File: src/rtl/cpu_types_pkg.sv
// Shared CPU/memory types: machine word and the RAM model's handshake state.
package cpu_types_pkg;
    typedef logic [31:0] word_t;
    typedef enum logic [1:0] {FREE, BUSY, ACCESS, ERROR} ramstate_t;
endpackage

File: src/rtl/ram_arb_pkg.sv
// Types and width helpers for the RAM port arbiter.
package ram_arb_pkg;
    typedef enum logic {IDLE, BUSY} arb_state_t;

    localparam int NREQ_DEF  = 4;
    localparam int BURST_DEF = 2;

    // Index width that stays at least one bit for degenerate sizes.
    function automatic int idx_width(input int n);
        return (n > 1) ? $clog2(n) : 1;
    endfunction
endpackage

File: src/rtl/rr_picker.sv
// Rotating-priority encoder: first requester at or after rr_ptr, wrapping.
// Latency: purely combinational.
// Backpressure: none; any=0 when no request is present.
module rr_picker #(
    parameter int NREQ  = 4,
    parameter int IDX_W = 2
) (
    input  logic [NREQ-1:0]  req,
    input  logic [IDX_W-1:0] rr_ptr,
    output logic [IDX_W-1:0] idx,
    output logic             any
);
    // Scan from farthest to nearest so the nearest hit is written last.
    always_comb begin
        idx = '0;
        any = 1'b0;
        for (int k = NREQ - 1; k >= 0; k--) begin
            if (req[(int'(rr_ptr) + k) % NREQ]) begin
                idx = IDX_W'((int'(rr_ptr) + k) % NREQ);
                any = 1'b1;
            end
        end
    end
endmodule

File: src/rtl/ram_port_arbiter.sv
// Round-robin owner of the single RAM port, with locked bursts of up to BURST words.
// Latency: request seen in IDLE drives RAM strobes the next cycle; owner released on last ACCESS.
// Backpressure: req_wait=1 for everyone except the owner on an ACCESS cycle. RAM_ARB_PERF_EN adds grant_cnt.
module ram_port_arbiter
    import ram_arb_pkg::*;
#(
    parameter int NREQ  = NREQ_DEF,
    parameter int BURST = BURST_DEF
) (
    input  logic                       CLK,
    input  logic                       nRST,
    input  logic [NREQ-1:0]            req_ren,
    input  logic [NREQ-1:0]            req_wen,
    input  logic [NREQ-1:0]            req_lock,
    input  logic [NREQ*32-1:0]         req_addr,
    input  logic [NREQ*32-1:0]         req_store,
    output cpu_types_pkg::word_t       req_load,
    output logic [NREQ-1:0]            req_wait,
    output logic [$clog2(NREQ)-1:0]    grant_id,
    output logic                       grant_vld,
    output logic                       arb_err,
`ifdef RAM_ARB_PERF_EN
    output logic [NREQ*32-1:0]         grant_cnt,
`endif
    output logic                       ramREN,
    output logic                       ramWEN,
    output cpu_types_pkg::word_t       ramaddr,
    output cpu_types_pkg::word_t       ramstore,
    input  cpu_types_pkg::word_t       ramload,
    input  cpu_types_pkg::ramstate_t   ramstate
);
    localparam int IDX_W = idx_width(NREQ);
    localparam int BW    = idx_width(BURST);

    arb_state_t       state, state_nxt;
    logic [IDX_W-1:0] owner, owner_nxt, rr_ptr, rr_ptr_nxt, next_ptr, pick_idx;
    logic [BW-1:0]    beat, beat_nxt;
    logic             pick_any, own_act, own_access;

    rr_picker #(.NREQ(NREQ), .IDX_W(IDX_W)) u_pick (
        .req    (req_ren | req_wen),
        .rr_ptr (rr_ptr),
        .idx    (pick_idx),
        .any    (pick_any)
    );

    assign req_load   = ramload;
    assign own_act    = (state == BUSY) && (req_ren[owner] || req_wen[owner]);
    assign own_access = own_act && (ramstate == cpu_types_pkg::ACCESS);
    assign next_ptr   = (owner == IDX_W'(NREQ - 1)) ? '0 : owner + 1'b1;

    always_comb begin
        state_nxt  = state;
        owner_nxt  = owner;
        rr_ptr_nxt = rr_ptr;
        beat_nxt   = beat;
        ramREN     = 1'b0;
        ramWEN     = 1'b0;
        ramaddr    = '0;
        ramstore   = '0;
        req_wait   = '1;
        arb_err    = 1'b0;
        grant_vld  = (state == BUSY);
        grant_id   = (state == BUSY) ? owner : '0;
        unique case (state)
            IDLE: begin
                if (pick_any) begin
                    owner_nxt = pick_idx;
                    beat_nxt  = '0;
                    state_nxt = BUSY;
                end
            end
            BUSY: begin
                arb_err = (ramstate == cpu_types_pkg::ERROR);
                if (!own_act) begin
                    state_nxt  = IDLE;
                    rr_ptr_nxt = next_ptr;
                end else begin
                    // Write wins when the owner raises both strobes.
                    ramWEN   = req_wen[owner];
                    ramREN   = req_ren[owner] & ~req_wen[owner];
                    ramaddr  = req_addr[int'(owner)*32 +: 32];
                    ramstore = req_store[int'(owner)*32 +: 32];
                    if (own_access) begin
                        req_wait[owner] = 1'b0;
                        if (req_lock[owner] && (beat < BW'(BURST - 1))) begin
                            beat_nxt = beat + 1'b1;
                        end else begin
                            state_nxt  = IDLE;
                            rr_ptr_nxt = next_ptr;
                        end
                    end
                end
            end
            default: state_nxt = IDLE;
        endcase
    end

    always_ff @(posedge CLK or negedge nRST) begin
        if (!nRST) begin
            state  <= IDLE;
            owner  <= '0;
            rr_ptr <= '0;
            beat   <= '0;
        end else begin
            state  <= state_nxt;
            owner  <= owner_nxt;
            rr_ptr <= rr_ptr_nxt;
            beat   <= beat_nxt;
        end
    end

`ifdef RAM_ARB_PERF_EN
    logic [NREQ-1:0][31:0] cnt;

    always_ff @(posedge CLK or negedge nRST) begin
        if (!nRST) begin
            cnt <= '0;
        end else if (own_access && (cnt[owner] != 32'hFFFF_FFFF)) begin
            cnt[owner] <= cnt[owner] + 32'd1;
        end
    end

    assign grant_cnt = cnt;
`endif
endmodule

File: config.mk
export PLATFORM = sky130hd
export DESIGN_NAME = ram_port_arbiter
export DESIGN_NICKNAME = d
export VERILOG_FILES = /design/src/rtl/cpu_types_pkg.sv /design/src/rtl/ram_arb_pkg.sv /design/src/rtl/rr_picker.sv /design/src/rtl/ram_port_arbiter.sv
export SDC_FILE = /design/constraint.sdc
export NUM_CORES = 1
export LEC_CHECK = 0
export ABC_CLOCK_PERIOD_IN_PS = 2400
export BUFFER_PORTS_ARGS = -buffer_cell sky130_fd_sc_hd__buf_2
export CAP_MARGIN = 20
export CELL_PAD_IN_SITES_DETAIL_PLACEMENT = 1
export CELL_PAD_IN_SITES_GLOBAL_PLACEMENT = 1
export CORE_AREA = 10 10 150 152
export CTS_CLUSTER_DIAMETER = 40
export DETAILED_ROUTE_END_ITERATION = 8
export DIE_AREA = 0 0 160 162
export GPL_TIMING_DRIVEN = 0
export PLACE_DENSITY_LB_ADDON = 0.1
export SLEW_MARGIN = 15
export SYNTH_ARGS = -nofsm -noshare
export SYNTH_HDL_FRONTEND = slang
export SYNTH_SLANG_ARGS = --single-unit
File: constraint.sdc
create_clock -name CLK -period 2.4 [get_ports CLK]
set_input_delay 0.48 -clock CLK [delete_from_list [all_inputs] [get_ports CLK]]
set_output_delay 0.48 -clock CLK [all_outputs]
set_load 0.01 [all_outputs]
==> results of run 1 <==
[how the worst min path moves through the flow]
stage,to,cells past startpoint
2_1_floorplan,beat,0
3_3_place_gp,beat,1
3_5_place_dp,beat,1
4_1_cts,rr_ptr[1],1
5_1_grt,beat,1
6_report,rr_ptr[1],1
[stage by stage]
stage	std cells	util	cell area (sq um)	setup TNS (ns)
after detailed placement	882	0.255	4940	-15.03
after global placement	882	0.255	4940	-15.22
after global routing	894	0.268	5200	-10.37
after CTS	892	0.266	5170	-7.79
after floorplan	240	-	2730	0
final	894	0.268	5200	-5.20
[layer usage]
metal  up-vias  share of wire  GRT usage
li1       1679              -          -
met1      1764           0.36      0.151
met2       205           0.55      0.270
met3         6          0.085     0.0480
met4         4        0.00040    0.00626
met5         -         0.0014          0
[area by class of cell]
cell class	count	area (sq um)	area share
plain buffers	55	455	0.0875
multi-input cells	175	2210	0.425
clock buffers	3	75.1	0.0144
repair buffers	386	1970	0.378
well taps	265	332	0.0637
flip-flops and latches	6	150	0.0288
inverters	4	15.0	0.00288
[registers in the layout, summed over array words and instances, names as in the netlist]
signal and cells:
grant_vld 1, beat 1, rr_ptr 2, owner 2
[power by group through the flow]
stage               Combinational (mW)  Clock (mW)  Sequential (mW)
floorplan                         2.84           0            0.200
global placement                  4.52           0            0.218
detailed placement                4.56           0            0.220
CTS                               4.87       0.270            0.218
global route                      5.19       0.278            0.226
finish                            4.75       0.267            0.215
[timing repair]
item / in CTS / in global routing
cloned: 0 / 0
resized for setup: 31 / 5
endpoints found under the setup margin: 69 / 68
pin swaps: 0 / 1
buffers inserted: 7 / 2
[cell usage after synthesis, drive strengths merged (2+ instances only)]
cell type,number,area [sq um]
nand2,6,22.5
ha,4,50.1
nor2,7,26.3
clkbuf,5,18.8
a22o,2,17.5
dfrtp,6,150
and2,4,25.0
inv,4,15.0
nor3,3,15.0
nor2b,64,400
mux2,2,22.5
buf,50,354
o21ai,6,30.0
a21oi,2,10.0
mux4,67,1510
[logic make-up after synthesis]
logic type | share of synthesized area
and+or+nand+nor | 0.184
DFF | 0.0551
muxes | 0.562
buffers and inverters | 0.142
adders and majority gates | 0.0184
AOI/OAI and AO/OA | 0.0386
==> summary.md, run 1 <==
| Metric | Value |
|---|---|
| Worst path arrival time | `2.04 ns` |
| R2R Path End | `rr_ptr[0]` |
| PortBufs | `377` |
| Buf/Inv on CP | `4` |
| Max incr delay on CP | `0.53 ns` |
| Family with the most delay on the worst path | `buffers and inverters` |
| Leak pwr | `2.65 nW` |
| Vias post-DR | `3658` |
| Layout overhead on the synthesized area | `90.9%` |
| Overall routing resource usage | `0.140` |
| Count of final hold-check violations | `0` |
| Largest net degree at the start of global routing | `11` |
| Total net switching power | `2.40 mW` |
| Core Area | `0.0194 sq mm` |
| Clock latency on the worst-skew pair | `0.23 ns` |
| Slowest CP cell | `mux4_2` |
| DRC viols | `0` |
| WL/cell | `22.3 microns` |
| Crit path kind | `register to primary output` |
| Initial antenna violation count | `2` |
| Final-stage net count | `939` |
| Drt pass-1 iters | `4` |
| Synth Register Bits | `6` |
| Primary FF master, synth | `dfrtp_1` |
| Yosys warns | `0` |
| Die width | `160 microns` |
| Max FO, Critical Path | `10` |
| Sequential fraction of design power | `0.041` |
| Outcome | `finished, violations left` |
| Slew headroom | `0.624` |
| Worst R2R Setup Slack | `0.39 ns` |
| Num rows | `51` |
| Final WL | `19.9 mm` |
| N_diodes | `0` |
| Violated checks | `setup timing` |
| Number of flops mapped to enable cells by yosys | `0` |
| Share of layout cells above drive strength 1 | `0.817` |
| Number of I/O pins | `410` |
| H-tree levels | `1` |
| R2R cell count | `7` |
| CP Cell Sequence | `buf_6, mux4_2, o21ai_2, buf_6, buf_8, nor2b_1, buf_2` |
| Final period demand of the worst path | `2.52 ns` |
| Critical Path Most Common Cell | `buf_6` |
| Commonest non-fill, non-tap cell in the layout | `buf_2` |
| Sequential area share after synthesis | `0.0551` |
| Synth unique cells | `26` |
| RSZ-0062 raised after global routing | `yes` |
| HP Class | `input pin to async pin` |
| Total gr overflow | `0` |
| Max-slew violation count | `0` |
| Combinational Power Share | `0.908` |
| Initial Util | `0.141` |
| DR iter-0 viols | `117` |
| Clk root buf | `clkbuf_16` |
| HPWL Detailed | `18.2 mm` |
| Pwr per Cell Area | `1010 mW/mm^2` |
| Worst reg2reg startpoint | `owner[0]` |
| Post-DR vias/cell | `4.09` |
| Maximum vdd drop | `0.379 mV` |
| Sink Count | `6` |
| Clk slew on worst S/H paths | `0.03 ns` |
| Pint | `2.83 mW` |
| Tot Pwr | `5.24 mW` |
| Max_cap viols | `0` |
| Commonest cells after routing, fill and taps aside | `buf_2, mux4_2, nor2b_1` |
| Worst slack at placement | `-0.383 ns` |
| Fraction of registers with async set/reset | `1.00` |
| Final period util | `1.05` |
| Clock power share | `0.051` |
| Syn nets | `548` |
| WHS | `0.0795 ns` |
| Crit path capture type | `primary output` |
| First-pass GRT wire length | `28.0 mm` |
| Antenna-violating nets left | `0` |
| CTS tree | `yes` |
| Worst path required time | `1.92 ns` |
| Die area | `0.0259 sq mm` |
| Gate Count Post-Synth | `240` |
| Total CTS buffers | `3` |
| # setup viols final | `63` |
| Worst setup path start | `owner[0]` |
| Type of origin of the critical path | `register` |
| RD Place Congestion | `0.772` |
| Hold Buf Count CTS | `0` |
| Critical Path Stages | `7` |
| Clk buf depth | `2` |
| Fill cell count | `2385` |
| Synthesized area | `0.00273 sq mm` |
| Worst Max-Slew Pin Slew | `0.549 ns` |
| Sw frac | `0.459` |
| Die height | `162 microns` |
| Syn_area_per_cell | `11.4 sq um` |
| Critical Path End | `ramaddr[12]` |
| Vias in the first global route | `4190` |
| Achievable frequency | `397 MHz` |
| Skew final | `0.00206 ns` |
| Final worst setup slack | `-0.121 ns` |
No activity file was read; power rests on OpenSTA's default activity.
==> inputs of run 2 (changes only) <==
- ABC_AREA: default -> 1
- CORE_AREA: 10 10 150 152 -> 10 10 152 154
- DIE_AREA: 0 0 160 162 -> 0 0 162 164
==> summary.md, run 2 <==
| Metric | Value |
|---|---|
| Outcome | `complete, no violations` |
| WHS | `0.0805 ns (+0.000976 ns)` |
| Cell total after placement | `1304 (+48%)` |
| Gate Count Post-Synth | `657 (+170%)` |
| Yosys warns | `0 (unchanged)` |
| Die height | `164 microns (+1.2%)` |
| CTS tree | `yes` |
| Largest cells by area after synthesis | `nor2_1, o21ai_0, a21oi_2, buf_4, nand2_1` |
| Syn_area_per_cell | `5.07 sq um (-55%)` |
| Finished Layout Cells | `1318 (+47%)` |
| Synth top cells by count | `nor2_1, o21ai_0, nand2_1, a21oi_2, buf_4` |
| Vias post-DR | `5577 (+52%)` |
| Synth unique cells | `20 (-23%)` |
| Die width | `162 microns (+1.3%)` |
| HPWL Detailed | `22.3 mm (+23%)` |
| Initial Util | `0.166 (+0.0256)` |
| Worst path arrival time | `1.86 ns (-0.18 ns)` |
| Max FO, Critical Path | `10 (unchanged)` |
| Total CTS buffers | `3 (unchanged)` |
| Total gr overflow | `0 (unchanged)` |
| RD Place Congestion | `0.823 (+6.6%)` |
| # setup viols final | `0 (-100%)` |
| Max incr delay on CP | `0.43 ns (-0.10 ns)` |
| Slowest CP cell | `dfrtp_2` |
| Largest area contributor in the netlist | `nor2_1` |
| Die area | `0.0266 sq mm (+2.5%)` |
| Overall routing resource usage | `0.178 (+0.0377)` |
| Clk buf depth | `2 (unchanged)` |
| Critical Path Most Common Cell | `o21ai_1` |
| Commonest cells after routing, fill and taps aside | `buf_2, nor2_1, o21ai_0` |
| Post-DR vias/cell | `4.23 (+3.4%)` |
| Final Util | `0.292 (+0.0234)` |
| Drt pass-1 iters | `4 (unchanged)` |
| Clk root buf | `clkbuf_16` |
| Num rows | `52 (+2.0%)` |
| H-tree levels | `1 (unchanged)` |
| Clk slew on worst S/H paths | `0.04 ns (about the same)` |
| Biggest regs | `owner x2, rr_ptr x2` |
| Buf/Inv on CP | `5 (+1)` |
| Vias in the first global route | `5965 (+42%)` |
| Final WL | `26.0 mm (+30%)` |
| Synth Register Bits | `6 (unchanged)` |
| Slew headroom | `0.640 (+0.0159)` |
| Sequential area share after synthesis | `0.0451 (-0.00998)` |
| Number of flops mapped to enable cells by yosys | `0 (unchanged)` |
| Largest net degree at the start of global routing | `12 (+1)` |
| DR iter-0 viols | `294 (+150%)` |
| Fraction of registers with async set/reset | `1.00 (unchanged)` |
| Commonest non-fill, non-tap cell in the layout | `buf_2` |
| Achievable frequency | `427 MHz (+7.7%)` |
| PortBufs | `377 (unchanged)` |
| Final-stage net count | `1354 (+44%)` |
| Number of I/O pins | `410 (unchanged)` |
| Synth top area share | `0.307 (-0.247)` |
| Synthesized area | `0.00333 sq mm (+22%)` |
| Leak pwr | `3.12 nW (+18%)` |
| Initial antenna violation count | `7 (+5)` |
| Final period util | `0.975 (-0.0755)` |
| Skew final | `0.00340 ns (+0.00134 ns)` |
| Maximum vdd drop | `0.574 mV (+51%)` |
| Antenna-violating nets left | `0 (unchanged)` |
| RSZ-0062 raised after global routing | `yes` |
| Worst Max-Slew Pin Slew | `0.540 ns (-0.00963 ns)` |
| HP Class | `input pin to async pin` |
| Pwr per Cell Area | `1240 mW/mm^2 (+23%)` |
| Most frequent cell after synthesis | `nor2_1` |
| Primary FF master, synth | `dfrtp_1` |
| First-pass GRT wire length | `37.3 mm (+33%)` |
| Type of origin of the critical path | `register` |
| Max_cap viols | `0 (unchanged)` |
| Max-slew violation count | `0 (unchanged)` |
| Layout overhead on the synthesized area | `75.6%` |
| Clock latency on the worst-skew pair | `0.23 ns (about the same)` |
| Fill cell count | `2806 (+18%)` |
| Count of final hold-check violations | `0 (unchanged)` |
| Share of layout cells above drive strength 1 | `0.511 (-0.307)` |
| Crit path kind | `register to primary output` |
| Worst reg2reg startpoint | `owner[1]` |
| Final period demand of the worst path | `2.34 ns (-0.181 ns)` |
| Sink Count | `6 (unchanged)` |
| Family with the most delay on the worst path | `buffers and inverters` |
| Crit path capture type | `primary output` |
| CP Cell Sequence | `inv_4, buf_12, o21ai_1, o21ai_1, nand2_1, nand2_4, inv_8, buf_6, a21oi_2, buf_2` |
| Worst slack at placement | `-0.143 ns (+0.240 ns)` |
| DRC viols | `0 (unchanged)` |
| Core Area | `0.0200 sq mm (+3.3%)` |
| Tot Pwr | `7.25 mW (+38%)` |
| Worst path required time | `1.92 ns (about the same)` |
| Worst setup path start | `owner[0]` |
| Final worst setup slack | `0.0601 ns (+0.181 ns)` |
| Syn nets | `965 (+76%)` |
| WL/cell | `19.8 microns (-11%)` |
## run 2: changes by cell type after synthesis, moves of 5 or more
cell,previous run,this run
nor2b_1,64,0
buf_2,10,20
mux4_2,67,0
nor2_1,7,272
o21ai_1,2,7
a21oi_2,0,60
nand2_1,6,65
buf_6,1,7
nand3_1,0,8
inv_1,4,11
buf_1,0,9
clkbuf_1,5,14
o21ai_0,4,128
buf_4,39,33
## run 2: worst paths after layout
kind / to / slack (ns) / depth (start not counted)
min: beat / 0.08 / 1
max in group asynchronous: owner[0] / 2.14 / 1
min in group CLK: beat / 0.53 / 2
max: ramstore[27] / 0.06 / 10
min reg2reg: beat / 0.53 / 2
max reg2reg: rr_ptr[1] / 0.71 / 5
## run 2: per-layer routing
metal  global-route usage  vias to the layer above  part of all wire
li1                     -                     2875                 -
met1                0.198                     2462              0.39
met2                0.340                      216              0.52
met3               0.0516                       14             0.080
met4              0.00910                       10            0.0021
met5                    0                        -            0.0031
## run 2: cell families after synthesis
group,Yosys count,synth area share
AOI/OAI and AO/OA,202,0.372
DFF,6,0.0451
adders and majority gates,4,0.0150
and+or+nand+nor,347,0.396
buffers and inverters,98,0.172
## run 2: cell type report
cell class,instances,area (sq um),area share
Inverter,15,68.8,0.0118
Multi-Input combinational cell,553,2620,0.449
Sequential cell,6,153,0.0261
Clock buffer,3,75.1,0.0128
Tap cell,270,338,0.0578
Antenna cell,4,10.0,0.00171
Timing Repair Buffer,384,1980,0.339
Buffer,83,596,0.102
## run 2: through the flow
step | setup TNS [ns] | instance area (sq um)
after floorplan | 0 | 3330
after global placement | -2.71 | 5550
after detailed placement | -4.73 | 5550
after CTS | 0 | 5750
after global routing | -1.49 | 5840
final | 0 | 5850
## run 2: timing repair
action | 4_1_cts | 5_1_grt
setup endpoints to repair | 69 | 64
setup buffers | 5 | 1
resized for setup | 33 | 31
pin swaps | 1 | 2
cloned | 0 | 1
hold buffers | 0 | 0
## run 2: power breakdown
group,total (mW),switching (mW),internal (mW),leakage (nW)
Combinational,6.76,4.16,2.60,3.02
Clock,0.272,0.0580,0.214,0.0370
Sequential,0.214,0.0630,0.151,0.0715
Total,7.25,4.28,2.97,3.12
==> inputs of run 3 (changes only) <==
- CAP_MARGIN: 20 -> default
- MAX_ROUTING_LAYER: default -> met4
==> summary.md, run 3 (synthesized netlist as in run 2, its figures left out) <==
| Metric | Value |
|---|---|
| Core Area | `0.0200 sq mm (unchanged)` |
| WHS | `0.0804 ns (-0.000115 ns)` |
| Slew headroom | `0.628 (-0.0126)` |
| Post-DR vias/cell | `4.24 (+0.21%)` |
| Maximum vdd drop | `0.574 mV (about the same)` |
| Setup tns final | `0 ns (unchanged)` |
| Finished Layout Cells | `1323 (+0.38%)` |
| PortBufs | `377 (unchanged)` |
| Biggest regs | `owner x2, rr_ptr x2` |
| Slowest CP cell | `dfrtp_2` |
| H-tree levels | `1 (unchanged)` |
| HP Class | `input pin to async pin` |
| Initial antenna violation count | `7 (unchanged)` |
| Critical Path Most Common Cell | `o21ai_1` |
| Clk root buf | `clkbuf_16` |
| # setup viols final | `0 (unchanged)` |
| Num rows | `52 (unchanged)` |
| Cell total after placement | `1304 (unchanged)` |
| Overall routing resource usage | `0.183 (+0.00496)` |
| Final period demand of the worst path | `2.35 ns (+0.0111 ns)` |
| Crit path capture type | `primary output` |
| Final WL | `26.0 mm (about the same)` |
| Max-slew violation count | `0 (unchanged)` |
| DRC viols | `0 (unchanged)` |
| Total gr overflow | `0 (unchanged)` |
| CP Cell Sequence | `inv_4, buf_12, o21ai_1, o21ai_1, nand2_1, nand2_4, inv_8, buf_6, a21oi_2, buf_2` |
| DR iter-0 viols | `299 (+1.7%)` |
| Outcome | `complete, no violations` |
| Worst setup path start | `owner[0]` |
| WL/cell | `19.7 microns (-0.42%)` |
| Worst Max-Slew Pin Slew | `0.558 ns (+0.0189 ns)` |
| Leak pwr | `3.13 nW (+0.13%)` |
| Crit path kind | `register to primary output` |
| Pwr per Cell Area | `1240 mW/mm^2 (+0.24%)` |
| Drt pass-1 iters | `4 (unchanged)` |
| Family with the most delay on the worst path | `buffers and inverters` |
| Die width | `162 microns (unchanged)` |
| Tot Pwr | `7.30 mW (+0.62%)` |
| Final Util | `0.293 (+0.00112)` |
| Number of I/O pins | `410 (unchanged)` |
| First-pass GRT wire length | `37.1 mm (-0.34%)` |
| Die area | `0.0266 sq mm (unchanged)` |
| RD Place Congestion | `0.835 (+1.5%)` |
| Clk buf depth | `2 (unchanged)` |
| Fill cell count | `2812 (+0.21%)` |
| CTS tree | `yes` |
| Hold Buf Count CTS | `0 (unchanged)` |
| Worst path required time | `1.92 ns (about the same)` |
| HPWL Detailed | `22.3 mm (unchanged)` |
| Largest net degree at the start of global routing | `12 (unchanged)` |
| Max incr delay on CP | `0.43 ns (about the same)` |
| Share of layout cells above drive strength 1 | `0.511 (unchanged)` |
| Buf/Inv on CP | `5 (unchanged)` |
| RSZ-0062 raised after global routing | `yes` |
| Final period util | `0.980 (+0.00464)` |
| Clock latency on the worst-skew pair | `0.23 ns (about the same)` |
| Layout overhead on the synthesized area | `76.2%` |
| Final-stage net count | `1354 (unchanged)` |
| Commonest non-fill, non-tap cell in the layout | `buf_2` |
| Antenna-violating nets left | `0 (unchanged)` |
| Achievable frequency | `425 MHz (-0.47%)` |
| Sink Count | `6 (unchanged)` |
| Max_cap viols | `0 (unchanged)` |
| Vias post-DR | `5610 (+0.59%)` |
| Skew final | `0.00371 ns (+0.000305 ns)` |
| Commonest cells after routing, fill and taps aside | `buf_2, nor2_1, o21ai_0` |
| Worst path arrival time | `1.87 ns (about the same)` |
| Die height | `164 microns (unchanged)` |
| Type of origin of the critical path | `register` |
| Total CTS buffers | `3 (unchanged)` |
| Worst reg2reg startpoint | `owner[1]` |
| Count of final hold-check violations | `0 (unchanged)` |
| Clk slew on worst S/H paths | `0.04 ns (about the same)` |
| Vias in the first global route | `5981 (+0.27%)` |
| Initial Util | `0.166 (unchanged)` |
| Max FO, Critical Path | `10 (unchanged)` |
==> run 3: cell count changes in the layout (fill, tap and decap cells not counted) <==
| cell | change |
|---|---|
| buf_1 | +1 |
| buf_12 | +2 |
| clkbuf_1 | -1 |
| buf_8 | -2 |
| diode_2 | +5 |
==> run 3: repair_timing <==
action / CTS / global route
pin swaps: 1 / 2
gates cloned: 0 / 1
setup endpoints to repair: 69 / 64
buffers inserted: 5 / 1
gates resized for setup: 33 / 34
==> run 3: path summary, 6_finish.rpt <==
check	cells after the start	to	slack [ns]
max	10	ramstore[27]	0.05
min	1	beat	0.08
max reg2reg	5	rr_ptr[1]	0.71
min reg2reg	2	beat	0.53
max in group asynchronous	1	owner[0]	2.14
min in group CLK	2	beat	0.53
==> run 3: metal layers <==
metal / share of wire / vias up / global-route usage
li1: - / 2883 / -
met1: 0.40 / 2504 / 0.203
met2: 0.52 / 221 / 0.339
met3: 0.073 / 2 / 0.0441
met4: 0.00081 / 0 / 0.0112
met5: 0 / - / -
==> run 3: where the power goes <==
group,total (mW),leakage [nW],internal [mW],switching (mW)
clock network,0.272,0.0370,0.214,0.0578
logic,6.81,3.02,2.63,4.18
registers,0.214,0.0715,0.151,0.0621
total,7.30,3.13,3.00,4.30
==> run 3: stage by stage <==
step	instance area [sq um]	setup WS, ns
floorplan	3330	0.522
global placement	5550	-0.122
detailed placement	5550	-0.143
CTS	5750	0.0131
global route	5860	-0.0476
finish	5870	0.0489
==> run 3: worst reg2reg max path, stage by stage (launching register included) <==
cell	delay [ns]
dfrtp_2	0.49
inv_4	0.13
clkbuf_1	0.45
ha_1	0.36
nand3_1	0.10
nand2_1	0.06
==> run 3: cell type report <==
cell class,instances,area (sq um),share of cell area
diodes,9,22.5,0.00384
plain buffers,83,606,0.103
clock buffers,3,75.1,0.0128
inverters,15,68.8,0.0117
multi-input cells,553,2620,0.447
flip-flops and latches,6,153,0.0260
well taps,270,338,0.0576
repair buffers,384,1980,0.338
